## src/rtl/avalon_slave.sv

```systemverilog
// rtl/avalon_slave.sv - Avalon-MM register slave feeding FFT sample memory and start control
module avalon_slave (
    input  logic        clk,
    input  logic        n_rst,
    input  logic        slave_chipselect,
    input  logic        slave_read,
    input  logic        slave_write,
    input  logic [8:0]  slave_address,
    input  logic [15:0] slave_writedata,
    output logic [15:0] slave_readdata,
    output logic        sWriteEn,
    output logic [8:0]  wAddress,
    output logic [15:0] fft_init_data,
    output logic        fft_start
);

    localparam logic [8:0] ADDR_LAST_SAMPLE = 9'h0FF;
    localparam logic [8:0] ADDR_CTRL        = 9'h100;
    localparam logic [8:0] ADDR_STAT        = 9'h101;
    localparam logic [8:0] COUNT_MAX        = 9'd256;

    logic        r_wr_prev;
    logic [8:0]  r_loaded_count;
    logic        r_auto_start;
    logic        r_auto_pend;
    logic        r_sWriteEn;
    logic [8:0]  r_wAddress;
    logic [15:0] r_fft_init_data;
    logic        r_fft_start;
    logic [15:0] r_readdata;

    logic        w_wr_level;
    logic        w_wr_accept;
    logic        w_sample_wr;
    logic        w_ctrl_wr;
    logic        w_start_req;
    logic        w_rd;
    logic [15:0] w_rd_mux;

    // A held write strobe counts once: accept only on its rising edge.
    assign w_wr_level  = slave_chipselect & slave_write;
    assign w_wr_accept = w_wr_level & ~r_wr_prev;
    assign w_sample_wr = w_wr_accept & ~slave_address[8];
    assign w_ctrl_wr   = w_wr_accept & (slave_address == ADDR_CTRL);
    assign w_start_req = w_ctrl_wr & slave_writedata[0];
    assign w_rd        = slave_chipselect & slave_read;

    // Remember last cycle's write level for edge detection.
    always_ff @(posedge clk) begin
        if (n_rst) r_wr_prev <= 1'b0;
        else       r_wr_prev <= w_wr_level;
    end

    // Sample path: one-cycle write pulse; address/data hold between pulses.
    always_ff @(posedge clk) begin
        if (n_rst) begin
            r_sWriteEn      <= 1'b0;
            r_wAddress      <= 9'd0;
            r_fft_init_data <= 16'd0;
        end else begin
            r_sWriteEn <= w_sample_wr;
            if (w_sample_wr) begin
                r_wAddress      <= slave_address;
                r_fft_init_data <= slave_writedata;
            end
        end
    end

    // Control register and start generation; auto-start fires one cycle after the last-sample pulse.
    always_ff @(posedge clk) begin
        if (n_rst) begin
            r_auto_start <= 1'b0;
            r_auto_pend  <= 1'b0;
            r_fft_start  <= 1'b0;
        end else begin
            if (w_ctrl_wr) r_auto_start <= slave_writedata[1];
            r_auto_pend <= w_sample_wr & r_auto_start & (slave_address == ADDR_LAST_SAMPLE);
            r_fft_start <= w_start_req | r_auto_pend;
        end
    end

    // Loaded-sample counter: saturates at 256, cleared by a manual start.
    always_ff @(posedge clk) begin
        if (n_rst)
            r_loaded_count <= 9'd0;
        else if (w_start_req)
            r_loaded_count <= 9'd0;
        else if (w_sample_wr && (r_loaded_count != COUNT_MAX))
            r_loaded_count <= r_loaded_count + 9'd1;
    end

    // Read decode of the current register values.
    always_comb begin
        w_rd_mux = 16'h0000;
        case (slave_address)
            ADDR_CTRL: w_rd_mux = {14'b0, r_auto_start, 1'b0};
            ADDR_STAT: w_rd_mux = {7'b0, r_loaded_count};
            default:   w_rd_mux = 16'h0000;
        endcase
    end

    // Registered read data with one-cycle latency; holds when idle.
    always_ff @(posedge clk) begin
        if (n_rst)     r_readdata <= 16'h0000;
        else if (w_rd) r_readdata <= w_rd_mux;
    end

    assign slave_readdata = r_readdata;
    assign sWriteEn       = r_sWriteEn;
    assign wAddress       = r_wAddress;
    assign fft_init_data  = r_fft_init_data;
    assign fft_start      = r_fft_start;

endmodule

```

## config.mk

```make
export PLATFORM = sky130hd
export DESIGN_NAME = avalon_slave
export DESIGN_NICKNAME = d
export VERILOG_FILES = /design/src/rtl/avalon_slave.sv
export SDC_FILE = /design/constraint.sdc
export NUM_CORES = 1
export LEC_CHECK = 0
export BUFFER_PORTS_ARGS = -buffer_cell sky130_fd_sc_hd__buf_2
export CORE_ASPECT_RATIO = 1.2
export CORE_MARGIN = 10
export CORE_UTILIZATION = 43
export CTS_CLUSTER_DIAMETER = 30
export CTS_CLUSTER_SIZE = 20
export DETAILED_ROUTE_END_ITERATION = 6
export PLACE_DENSITY = 0.82
export SYNTH_ARGS = -nofsm -noshare
export SYNTH_HDL_FRONTEND = slang
export SYNTH_SLANG_ARGS = --single-unit
```

## constraint.sdc

```tcl
create_clock -name clk -period 1.48 [get_ports clk]
set_input_delay 0.074 -clock clk [delete_from_list [all_inputs] [get_ports clk]]
set_output_delay 0.074 -clock clk [all_outputs]
set_load 0.005 [all_outputs]
```

==> results by group <==
Floorplanning
  • I/O Pins: 73
  • Die width: roughly 81 um
  • CORE AREA: 4260 um2
  • Die height: about 93 um
  • Initial Util: 44.6%
  • Die area: 7490 um2
  • Row cnt: 26

Placement
  • Cell Area, Placed: 2280 um2
  • Buffers on Ports: 65
  • Final HPWL DP: 3.80 mm
  • Routability Congestion: 0.785

Logic synthesis
  • Most frequent cell after synthesis: nand2_1
  • Most frequent cells after synthesis: 52 x nand2_1, 48 x dfxtp_1, 27 x a21oi_1
  • Post-Synthesis Cells: 223
  • Post-synth EDFFs: 0
  • Largest cells by area after synthesis: dfxtp_1 51%, nand2_1 10%, a21oi_1 7.1%, nor2_1 4.5%, a22oi_1 3.2%
  • Async SR Flop Fraction: 0%
  • FF+latch count, synth: 48
  • Synth top area share: 50.6%
  • Mapped cell area: 1900 um2
  • Main flop type after synthesis: dfxtp_1
  • Post-synthesis sequential area ratio: between 50% and 60%
  • Leading area contributor after synthesis: dfxtp_1
  • Syn. warnings: 0
  • Count of unique library cells instantiated by Yosys: 31
  • Avg Inst Size Synth: 8.52 um2

Pwr
  • Reg power frac: a little over half
  • Cell-internal power: 1.93 mW
  • Switching Share: 23.1%
  • Clk pwr share: 38.4%
  • Pwr/cell area: 986 nW/um2
  • Leakage Power: 1.11 nW
  • Net switching power: about 580 uW
  • IR drop worst, VDD: 503 uV
  • Combinational share of power: 8.7%

Setup path
  • Crit. End Element: flip-flop
  • CP arrival: 1.60 ns
  • Worst Path Class, Setup: reg2reg
  • Critical path peak fanout: 3
  • CP Launch Type: flip-flop
  • Critical Path RT: 1.68 ns

Drt
  • DRT antenna net count: 0
  • Vias/cell: 4.99
  • Avg WL per Cell: 14.4 um
  • Via Count: 1,802
  • Drt first pass iters: 4
  • DRT iter0 DRCs: 140
  • Final wirelength: 5.19 mm
  • DRC Markers: 0

STA
  • Setup tns final: 0 ns
  • Clk_skew: 0.00692 ns
  • Minimum clock period after layout: around 1.4 ns
  • Final setup fails: 0
  • Fmax: 0.711 GHz
  • Final Hold Viols: 0
  • Final worst-path cycle share: between 90 and 100%
  • Slew Viols, Final: 0

Layout
  • Fin util: 59.6%
  • Share of cells above drive strength 1: between 20% and 30%
  • Fin area: 2540 um2
  • Nets: between 300 and 400
  • Ant. Diodes: 0
  • Synth-to-layout area growth: 33.7%

Global routing
  • Global Route Usage Sum: between 10 and 15%
  • Vias in the first global route: approximately 1,800
  • First-pass GRT wire length: between 8 and 9 mm
  • Initial antenna violation count: 0
  • Total gr overflow: 0
  • Largest net degree at the start of global routing: 26

Flow run
  • MaxCap Viol Count: 0

Clocking
  • Clk slew on worst S/H paths: 0.09 ns
  • Buffer levels on the longest clock path: 2
  • Clk root buf: clkbuf_8
  • Worst skew pair latency: 0.31 ns
  • CTS Buf Count: 5
  • CTS tree: done
  • Post CTS Setup Buffer Count: 0
  • Clock Sink Count: 48
  • CTS HTree Levels: 2

Run status
  • Run status: finished, final reports clean

Min path
  • HP Class: in2reg
[placed cells by master (no fill, tap or decap), drive strengths merged, types with 2 or more instances in the layout]
cell type	instances
a21oi	27
a22oi	8
and3	2
buf	74
clkbuf	5
conb	7
dfxtp	48
dlygate4sd3	13
ha	2
inv	5
mux2i	3
nand2	52
nand3	5
nand4	4
nor2	23
nor3	3
nor4	3
nor4b	2
xnor2	4
xor2	3
[logic make-up (layout without fill, tap and decap cells)]
| group | Yosys count | in the layout | synth area share [%] |
|---|---|---|---|
| AND/OR/NAND/NOR | 102 | 102 | 25.7 |
| flip-flops | 48 | 48 | 50.6 |
| AO/OA/AOI/OAI | 37 | 37 | 11.1 |
| buffers and inverters | 23 | 99 | 6.32 |
| XOR/XNOR | 7 | 7 | 3.23 |
| multiplexers | 3 | 3 | 1.58 |
| adder cells (fa/ha/maj) | 2 | 2 | 1.32 |
| other | 1 | 7 | 0.197 |
[flip-flops by register name, indices dropped and copies added, names as in the netlist]
register / flops
r_auto_pend: 1
slave_readdata: 9
r_auto_start: 1
r_loaded_count: 9
fft_start: 1
wAddress: 9
sWriteEn: 1
r_wr_prev: 1
fft_init_data: 16
[area by class of cell]
cell class	count	area, um2
sequential	48	962
multi-input combinational	158	856
timing repair buffer	87	523
clock inverter	3	46.3
inverter	4	15.0
fill	384	1720
tap	56	70.1
clock buffer	5	68.8
[layer usage]
metal  global-route usage (%)  vias up  share of wire [%]
met5                        0        -                  0
met1                     13.4      826                 36
met2                     24.9       55                 54
met3                     4.84       16                7.4
met4                     6.94        0                3.2
li1                         -      905                  -
[final timing paths]
| path | from | endpoint | slack, ns | cells after the start |
|---|---|---|---|---|
| worst min-delay path | slave_write | r_wr_prev | 0.02 | 3 |
| worst min register to register | r_auto_pend | fft_start | 0.44 | 2 |
| worst max register to register | r_loaded_count[0] | r_loaded_count[1] | 0.07 | 7 |
| worst max-delay path | r_loaded_count[0] | r_loaded_count[1] | 0.07 | 7 |
[per-stage QoR]
stage | hold slack [ns] | power (mW) | instances | setup WS [ns]
after CTS | 0.00229 | 2.53 | 361 | 0.0533
after detailed placement | 0.320 | 1.54 | 340 | 0.0641
after floorplan | 0.188 | 1.46 | 229 | 0.0415
final | 0.0187 | 2.51 | 361 | 0.0744
after global placement | 0.315 | 1.54 | 340 | 0.119
after global routing | 0.0186 | 2.61 | 361 | -0.0418
[power by group through the flow]
stage,logic [mW],clock network [mW],registers (mW)
after floorplan,0.0991,0,1.36
after global placement,0.183,0,1.35
after detailed placement,0.188,0,1.36
after CTS,0.216,0.990,1.33
after global routing,0.242,1.04,1.33
final,0.219,0.961,1.33
[what timing repair did]
action | 4_1_cts | 5_1_grt
gates resized for setup | 0 | 4
endpoints found under the hold margin | 13 | 0
endpoints found under the setup margin | 0 | 6
hold buffers | 13 | 0
[critical path, cell delays in order, from the launching register on]
cell and delay, ns:
dfxtp_2 0.33, inv_1 0.04, ha_1 0.18, nor4b_2 0.15, a41oi_1 0.19, buf_4 0.16
mux2i_1 0.19, nor2_1 0.05
Note: power is estimated with default switching activity, not from simulation.
